==> src/rtl/tx_seq_pkg.sv <==
// Shared definitions for the 1553 transmit word sequencer.
//   state_t       : sequencer FSM states
//   WORD_CSW/DW   : type flag stored with each queued word
//   BUSY_TIMEOUT  : cycles allowed for the encoder to raise tx_busy
//   fifo_entry_t  : one queued word plus its type flag
package tx_seq_pkg;

  typedef enum logic [2:0] {
    IDLE    = 3'd0,
    ISSUE   = 3'd1,
    WAIT_HI = 3'd2,
    WAIT_LO = 3'd3,
    DONE    = 3'd4
  } state_t;

  localparam logic WORD_CSW = 1'b1;
  localparam logic WORD_DW  = 1'b0;

  localparam int BUSY_TIMEOUT = 2;

  typedef struct packed {
    logic        csw;   // 1 = command/status, 0 = data
    logic [0:15] word;  // bit 0 is first on the wire
  } fifo_entry_t;

endpackage

==> src/rtl/tx_word_fifo.sv <==
// Synchronous word FIFO (17 bits: type flag + word), DEPTH entries.
//   push/din : enqueue when not full (dropped when full)
//   pop      : dequeue head when not empty
//   clr      : discard all contents; overrides push and pop
//   dout     : current head entry (valid when !empty)
//   full/empty/count : occupancy, count saturates at DEPTH
module tx_word_fifo
  import tx_seq_pkg::*;
#(
  parameter int DEPTH = 64,
  parameter int AW    = 6
) (
  input  logic          enc_clk,
  input  logic          rst_n,
  input  logic          push,
  input  fifo_entry_t   din,
  input  logic          pop,
  input  logic          clr,
  output fifo_entry_t   dout,
  output logic          full,
  output logic          empty,
  output logic [AW:0]   count
);

  fifo_entry_t   mem [DEPTH];
  logic [AW-1:0] wr_ptr, rd_ptr;
  logic          do_push, do_pop;

  assign full    = (count == (AW+1)'(DEPTH));
  assign empty   = (count == '0);
  assign do_push = push && !full && !clr;
  assign do_pop  = pop && !empty && !clr;
  assign dout    = mem[rd_ptr];

  always_ff @(posedge enc_clk or negedge rst_n) begin
    if (!rst_n) begin
      wr_ptr <= '0;
      rd_ptr <= '0;
      count  <= '0;
    end else if (clr) begin
      wr_ptr <= '0;
      rd_ptr <= '0;
      count  <= '0;
    end else begin
      if (do_push) wr_ptr <= wr_ptr + 1'b1;
      if (do_pop)  rd_ptr <= rd_ptr + 1'b1;
      case ({do_push, do_pop})
        2'b10:   count <= count + 1'b1;
        2'b01:   count <= count - 1'b1;
        default: ;
      endcase
    end
  end

  // Storage needs no reset; pointers/count define validity.
  always_ff @(posedge enc_clk) begin
    if (do_push) mem[wr_ptr] <= din;
  end

endmodule

==> src/rtl/tx_word_sequencer.sv <==
// Upstream stage of the 1553 encoder. Buffers host words and, on
// msg_start, hands them to the encoder one at a time, pacing on tx_busy.
//   host side   : wr_en/wr_word/wr_csw in, wr_full/wr_count/wr_ovf out
//   control     : msg_start, flush in; msg_busy/msg_done/tx_err out
//   encoder     : tx_dword + one-cycle tx_csw/tx_dw strobe out, tx_busy in
// All outputs are registered. The strobe is visible during the ISSUE
// state cycle; the head is popped on the edge that enters ISSUE.
module tx_word_sequencer
  import tx_seq_pkg::*;
#(
  parameter int DEPTH = 64,
  parameter int AW    = 6
) (
  input  logic          enc_clk,
  input  logic          rst_n,
  input  logic          wr_en,
  input  logic [0:15]   wr_word,
  input  logic          wr_csw,
  output logic          wr_full,
  output logic [AW:0]   wr_count,
  output logic          wr_ovf,
  input  logic          msg_start,
  input  logic          flush,
  output logic [0:15]   tx_dword,
  output logic          tx_csw,
  output logic          tx_dw,
  input  logic          tx_busy,
  output logic          msg_busy,
  output logic          msg_done,
  output logic          tx_err
);

  state_t      state, state_nxt;
  logic [1:0]  wait_cnt;
  logic        issue, timeout, f_clr;
  logic        f_full, f_empty;
  fifo_entry_t head, wr_ent;

  assign wr_ent = '{csw: wr_csw, word: wr_word};

  tx_word_fifo #(.DEPTH(DEPTH), .AW(AW)) u_fifo (
    .enc_clk (enc_clk),
    .rst_n   (rst_n),
    .push    (wr_en),
    .din     (wr_ent),
    .pop     (issue),
    .clr     (f_clr),
    .dout    (head),
    .full    (f_full),
    .empty   (f_empty),
    .count   (wr_count)
  );

  assign wr_full = f_full;

  // Flush has top priority: because the strobe is registered on entry to
  // ISSUE, a flush sampled on that edge cancels both the pop and strobe.
  always_comb begin
    state_nxt = state;
    issue     = 1'b0;
    timeout   = 1'b0;
    f_clr     = flush;
    if (flush) begin
      state_nxt = IDLE;
    end else begin
      case (state)
        IDLE: if (msg_start && !f_empty) begin
          state_nxt = ISSUE;
          issue     = 1'b1;
        end
        ISSUE: state_nxt = WAIT_HI;
        WAIT_HI: begin
          if (tx_busy) begin
            state_nxt = WAIT_LO;
          end else if (wait_cnt == 2'(BUSY_TIMEOUT - 1)) begin
            // Encoder never acknowledged: drop the rest of the message.
            timeout   = 1'b1;
            f_clr     = 1'b1;
            state_nxt = IDLE;
          end
        end
        WAIT_LO: if (!tx_busy) begin
          if (!f_empty) begin
            state_nxt = ISSUE;
            issue     = 1'b1;
          end else begin
            state_nxt = DONE;
          end
        end
        DONE:    state_nxt = IDLE;
        default: state_nxt = IDLE;
      endcase
    end
  end

  always_ff @(posedge enc_clk or negedge rst_n) begin
    if (!rst_n) begin
      state    <= IDLE;
      wait_cnt <= '0;
      tx_dword <= '0;
      tx_csw   <= 1'b0;
      tx_dw    <= 1'b0;
      msg_busy <= 1'b0;
      msg_done <= 1'b0;
      tx_err   <= 1'b0;
      wr_ovf   <= 1'b0;
    end else begin
      state    <= state_nxt;
      wait_cnt <= (state == WAIT_HI) ? wait_cnt + 1'b1 : 2'd0;
      tx_csw   <= issue && (head.csw == WORD_CSW);
      tx_dw    <= issue && (head.csw == WORD_DW);
      if (flush)      tx_dword <= '0;
      else if (issue) tx_dword <= head.word;
      msg_busy <= (state_nxt != IDLE);
      msg_done <= (state_nxt == DONE);
      tx_err   <= timeout;
      wr_ovf   <= wr_en && f_full && !flush;
    end
  end

endmodule

==> config.mk <==
export PLATFORM = sky130hd
export DESIGN_NAME = tx_word_sequencer
export DESIGN_NICKNAME = d
export VERILOG_FILES = /design/src/rtl/tx_seq_pkg.sv /design/src/rtl/tx_word_fifo.sv /design/src/rtl/tx_word_sequencer.sv
export SDC_FILE = /design/constraint.sdc
export NUM_CORES = 1
export LEC_CHECK = 0
export CAP_MARGIN = 20
export CORE_MARGIN = 5
export CORE_UTILIZATION = 40
export CTS_CLUSTER_SIZE = 25
export DETAILED_ROUTE_END_ITERATION = 7
export GPL_ROUTABILITY_DRIVEN = 0
export PLACE_DENSITY_LB_ADDON = 0.1
export SLEW_MARGIN = 5
export SYNTH_ARGS = -nofsm -noshare
export SYNTH_HDL_FRONTEND = slang
export SYNTH_SLANG_ARGS = --single-unit
==> constraint.sdc <==
create_clock -name enc_clk -period 3.15 [get_ports enc_clk]
set_clock_uncertainty 0.15 [all_clocks]
set_input_delay 0.315 -clock enc_clk [delete_from_list [all_inputs] [get_ports enc_clk]]
set_output_delay 0.315 -clock enc_clk [all_outputs]
set_load 0.005 [all_outputs]
Yosys cells after proc, flatten, opt, wreduce, memory -nomap -nowiden
Memories as Yosys holds them, arrays and structs flattened.
Cells that the tools add are included.

storage, ports and cells
  register bits = 46
  RAM bits = 1088
  input port bits = 23
  output and inout bits = 30
  logic and storage cells = 75
  memories = 1

cells by class
  add/subtract/negate cells = 5
  equality and inequality tests = 8
  muxes and demuxes = 28
  bitwise operators = 1
  reduce and logical (&&, ||, !) cells = 20

memory list
  memory      words  bits a word  rd ports  clocked after Yosys merged registers in  wr ports  line                source
  u_fifo.mem  64     17           1         0                                        1         tx_word_fifo.sv:25  fifo_entry_t mem [DEPTH];

operators with widths
  kind                 number
  $mux 16              2
  $mux 6               4
  $mux 3               6
  $pmux 7 s2           1
  $add 6x1->6 const B  2
  $pmux 3 s4           1
  $mux 1               11
  $logic_and 1x1->1    9
  $add 7x1->7 const B  1
  $eq 7x7->1 const B   1
  $logic_not 7->1      1
  $mux 7               1
  $sub 7x1->7 const B  1
  $eq 3x2->1 const B   2
  $reduce_bool 2->1    3
  $reduce_bool 3->1    2
  $eq 2x1->1 const B   2
  $logic_not 1->1      4
  $eq 3x1->1 const B   1
  $eq 3x3->1 const B   1
  $logic_not 3->1      1
  $add 2x1->2 const B  1
  $eq 2x2->1 const B   1
  $mux 2               1
  other kinds (2)      2

Longest topological paths before layout
  depth after elaboration = 11
  mapped depth = 11
  gate-level depth less buffers = 10

By module
A second synthesis with hierarchy kept.

unflattened totals
  cell total of the unflattened synthesis = 1951
  area total of the unflattened synthesis = 44024.7 µm²

by module, submodules not included
  module             instances  cells an instance  area each (µm²)  sequential area each (µm²)
  tx_word_fifo       1          1844               42826.1          33146.8
  tx_word_sequencer  1          107                1198.6           675.6

Worst setup path after synthesis
OpenSTA, ideal clock, no wires.

  path type = register to register
  start point = register state[1]
  end point = register u_fifo.count[6]
  library setup time = 0.130 ns
  arrival = 3.091 ns
  required time = 2.870 ns
  slack = -0.222 ns
  stages on the path, launching flop included = 12
  buffers on the path = 1
  clock period less this slack = 3.372 ns
  path through = dfrtp_1 buf_2 or3b_1 a21o_1 nor4_1 ha_1 a21o_1 a21oi_1 o21ai_0 mux2i_1 xor2_1 nor2_1

between the ends
  cells in the longest elaborated chain, start to end = 8
  elaborated cells between the ends (all ways) = 16
  classes of those cells = eq/ne (4); mux (6); reduce/logical (6)

ends and longest elaborated chain
  element                                                      line                                    source
  start, declared                                              tx_word_sequencer.sv:33                 state_t state, state_nxt;
  start signal, assigned                                       tx_word_sequencer.sv:108                state <= state_nxt;
  $eq 3x2->1 / $logic_not 3->1 (equally long branches)         tx_word_sequencer.sv:66                 case (state)
  $pmux 1 s2 / $mux 1 (equally long branches)                  tx_word_sequencer.sv:66
  $mux 1                                                       tx_word_sequencer.sv:63                 if (flush) begin
  $logic_and 1x1->1 / $logic_not 1->1 (equally long branches)  tx_word_fifo.sv:32, tx_word_fifo.sv:31
  $logic_and 1x1->1, on equally long branches                  tx_word_fifo.sv:32, tx_word_fifo.sv:31
  $eq 2x1->1 / $eq 2x2->1 (equally long branches)              tx_word_fifo.sv:47                      case ({do_push, do_pop})
  $pmux 7 s2                                                   tx_word_fifo.sv:47
  $mux 7                                                       tx_word_fifo.sv:40                      end else if (clr) begin
  end signal, assigned                                         tx_word_fifo.sv:48                      2'b10: count <= count + 1'b1;
  end signal, assigned                                         tx_word_fifo.sv:49                      2'b01: count <= count - 1'b1;
  end, declared                                                tx_word_fifo.sv:22                      output logic [AW:0] count

Several ways; a longest one is shown, not always the timed one.
A chain may end at the register's enable or synchronous reset.

Worst setup path after layout
  start point = register u_fifo.rd_ptr[0]
  end point = register tx_dword[10] (netlist name)

between the ends
  cells in the longest elaborated chain, start to end = 3

ends and longest elaborated chain
  element                 line                      source
  start, declared         tx_word_fifo.sv:26        logic [AW-1:0] wr_ptr, rd_ptr;
  start signal, assigned  tx_word_fifo.sv:46        if (do_pop) rd_ptr <= rd_ptr + 1'b1;
  $mem_v2 64x17           --
  $mux 16                 tx_word_sequencer.sv:113  else if (issue) tx_dword <= head.word;
  $mux 16                 tx_word_sequencer.sv:112  if (flush) tx_dword <= '0;
  end signal, assigned    tx_word_sequencer.sv:113
  end, declared           tx_word_sequencer.sv:24   output logic [0:15] tx_dword,

No other way between the ends. The select of a mux whose other input is x is not followed.

==> flow_summary.yaml <==
global_routing:
  grt_max_degree: 65
  grt_overflow_total: 0
  grt_use_total_pct: 20.7
  grt_pass1_vias: 22700
  antenna_found_initial: 5
  grt_pass1_wl_um: 172000
pwr:
  p_switching_mw: 10.2
  p_leak_nw: 16.4
  power_mw: 38.4
  switching_share_pct: 26.6
  seq_power_share_pct: 44.0
  pwr-share-comb_pct: 21.6
  power.density_nw_per_um2: 737
  p_clk_share_pct: 34.4
  power.internal_mw: 28.2
  peakVddDrop_v: 0.000414
setup_path:
  path_max_fanout: 8
  arrival_ns: 3.47
  path_common_cell: "buf_4"
  reg2reg_to: "tx_dword[10]"
  path_buf_inv: 4
  end_kind: "flip-flop"
  slowest_delay_ns: 0.70
  reg2regPathDepth: 9
  r2r-start: "u_fifo.rd_ptr[0]"
  crit_cells: 9
  crit_end: "tx_dword[10]"
  critPathLaunchType: "flip-flop"
  crit_required_ns: 3.61
  crit_chain: "buf_12, buf_4, buf_4, mux4_2, o22ai_1, buf_4, nor4_1, nand2_1, a31oi_1"
  crit_start: "u_fifo.rd_ptr[0]"
  path_delay_family: "simple AND/OR/NAND/NOR gates"
  ff2ff_setup_slack_ns: 0.14
  critical_path_class: "reg -> reg"
  cp_slowest_cell: "nor4_1"
synthesis:
  synthMuxAreaShare_pct: 14.9
  synthXorXnorAreaFrac_pct: 0.220
  synth_compound_area_share_pct: 3.10
  synth_top_area_share_pct: 74.5
  synth_area_um2: 43800
  ys_seq_area_share_pct: 77.1
  synth_largest_area_cell: "edfxtp_1"
  synth_warnings: 0
  ys_ff_latch: 1134
  synth_top_family_by_area: "multiplexers"
  synthFlopType: "edfxtp_1"
  synthArstFlopShare_pct: 4.06
  avgSynthCellArea_um2: 21.3
  synth.distinct_cells: 63
  synth_edf_count: 1088
  synth_area_leaders: "edfxtp_1 (75%), mux4_2 (14%), dfrtp_1 (2.6%)"
  syn_nets: 2086
  synth-simple-area-share_pct: 2.87
  syn_inst: 2054
  synth_adder_area_share_pct: 0.274
cells_and_area:
  layout-drive-gt1-share_pct: 29.1
  multiInputGateArea_um2: 9400
  layout_commonest_cell: "edfxtp_1"
  post-route-util_pct: 47.9
  regArea_um2: 33800
  syn_to_final_growth_pct: 19.0
  mostFrequentLayoutCells: "edfxtp_1 (1088), mux4_2 (266), buf_4 (173)"
  fin_nets: 2408
  fillerInstances: 8920
floorplanning:
  ios: 53
  die_y_um: 341
  coreArea_um2: 109000
  rows: 121
  dieArea_um2: 116000
  fp.dieW_um: 341
  initial_core_util_pct: 40.3
clocking:
  clock_sinks: 1134
  cts_root_buf: "clkbuf_16"
  htreeDepth: 3
  post_cts_buffers: 0
  cts_inserted_buffers: 118
  clockBufferDepth: 3
  path_clk_slew_ns: 0.06
  cts_tree: "done"
  insertion_delay_ns: 0.70
placed_design:
  port_buffers: 52
  dpl.hpwl_um: 75700
drt:
  wl_um: 121000
  drtIter0Drc: 2071
  vias_per_cell: 5.71
  vias: 22200
  wire_per_inst_um: 31.1
  drtAntennaViolNets: 0
  drc: 0
  first_pass_iters: 5
timing:
  fmax_mhz: 332
  finalSetupViolCount: 0
  tightest_slew_ns: 1.05
  slew_viol_final: 0
  whs_ns: 0.0458
  rsz0062_at_grt: "false"
  maxSlewHeadroom_pct: 29.8
  period_needed_ns: 3.01
  hold_viol: 0
  period_share_pct: 95.5
run_status:
  outcome: "finished, final reports clean"
min_path:
  hold_path.class: "in -> reg"
job:
  cap_violations: 0
==> worst register-to-register path, delay by kind of cell, from the launching register on <==
kind            cells  cell delay (ns)
buf+inv             4             0.78
simple gates        2             0.85
flops               1             0.53
compound gates      2             0.29
mux                 1             0.33
==> what timing repair did <==
action                                  in CTS  in global routing
endpoints found under the setup margin       1                  1
gates resized for setup                      1                  1
hold buffers                                 4                  2
gates cloned                                 0                  0
hold endpoints to repair                   102                 24
==> layer usage <==
layer,GRT usage (%),vias to the layer above,share of wire (%)
li1,-,9284,-
met1,31.3,12000,46
met2,32.1,709,46
met3,3.10,136,5.8
met4,4.81,0,2.0
met5,0,-,0
==> Yosys cell counts, drive strengths merged, types with 2 or more instances <==
library cell and count:
nor3b 7, inv 8, nand4 5, mux2 2, or3 7, a221oi 17, xnor2 6, and2 7
nand3b 3, clkbuf 52, nand2b 4, nand3 30, a221o 6, o21ai 17, nor2b 17, mux2i 52
buf 62, mux4 266, a22oi 43, a32o 6, a21oi 29, a211oi 9, and4b 2, nor3 8
a211o 7, a22o 5, a21o 4, o211ai 4, nor4 6, o22ai 20, or3b 3, edfxtp 1088
nor2 103, nand2 56, xor2 5, or2 4, a32oi 2, o31ai 2, dfrtp 46, a31oi 12
and3 2, ha 8
==> sequential cells by signal (all words and copies together) (netlist names) <==
signal / cells
msg_done: 1
u_fifo.mem: 1088
wait_cnt: 2
u_fifo.rd_ptr: 6
u_fifo.wr_ptr: 6
tx_dword: 16
tx_err: 1
wr_ovf: 1
u_fifo.count: 7
msg_busy: 1
tx_csw: 1
tx_dw: 1
state: 3
==> power groups by stage <==
stage	Sequential (mW)	Combinational [mW]	Clock, mW
detailed placement	17.2	8.38	0
global placement	17.2	8.35	0
global route	16.9	8.85	14.2
floorplan	17.1	5.11	0
finish	16.9	8.29	13.2
CTS	16.9	8.42	13.6
==> kinds of logic (layout without fill, tap and decap cells) <==
group,count (synthesis),count (layout)
adder cells (fa/ha/maj),9,9
buffers and inverters,122,539
XOR/XNOR,11,11
flip-flops,1134,1134
AO/OA/AOI/OAI,191,191
other,0,1
multiplexers,320,320
AND/OR/NAND/NOR,267,267
==> worst min path at each step <==
stage / startpoint / endpoint / slack, ns / depth (start not counted)
3_3_place_gp: wait_cnt[0] / wait_cnt[0] / 0.27 / 1
2_1_floorplan: rst_n / msg_busy / -0.13 / 0
3_5_place_dp: wait_cnt[0] / wait_cnt[0] / 0.28 / 1
6_report: wr_word[2] / u_fifo.mem[2][13] / 0.05 / 1
5_1_grt: wr_word[2] / u_fifo.mem[2][13] / 0.06 / 1
4_1_cts: wr_en / wr_ovf / 0.004 / 3
==> through the flow <==
stage	cells	setup TNS (ns)	cell area (µm²)	setup WS, ns
2_1_floorplan	2054	0	43900	0.0607
3_3_place_gp	3661	-0.174	48400	-0.132
3_5_place_dp	3661	-0.153	48400	-0.0899
4_1_cts	3880	0	52100	0.0691
5_1_grt	3885	0	52200	0.0178
6_report	3886	0	52200	0.141
==> layout make-up <==
| class | instances | area share (%) |
|---|---|---|
| inverters | 8 | 0.0576 |
| flip-flops and latches | 1134 | 64.9 |
| multi-input cells | 798 | 18.0 |
| diodes | 1 | 0.00480 |
| clock buffers | 144 | 5.91 |
| repair buffers | 316 | 6.68 |
| clock inverters | 71 | 1.08 |
| well taps | 1414 | 3.39 |
Power figures use the tool's default switching activity.
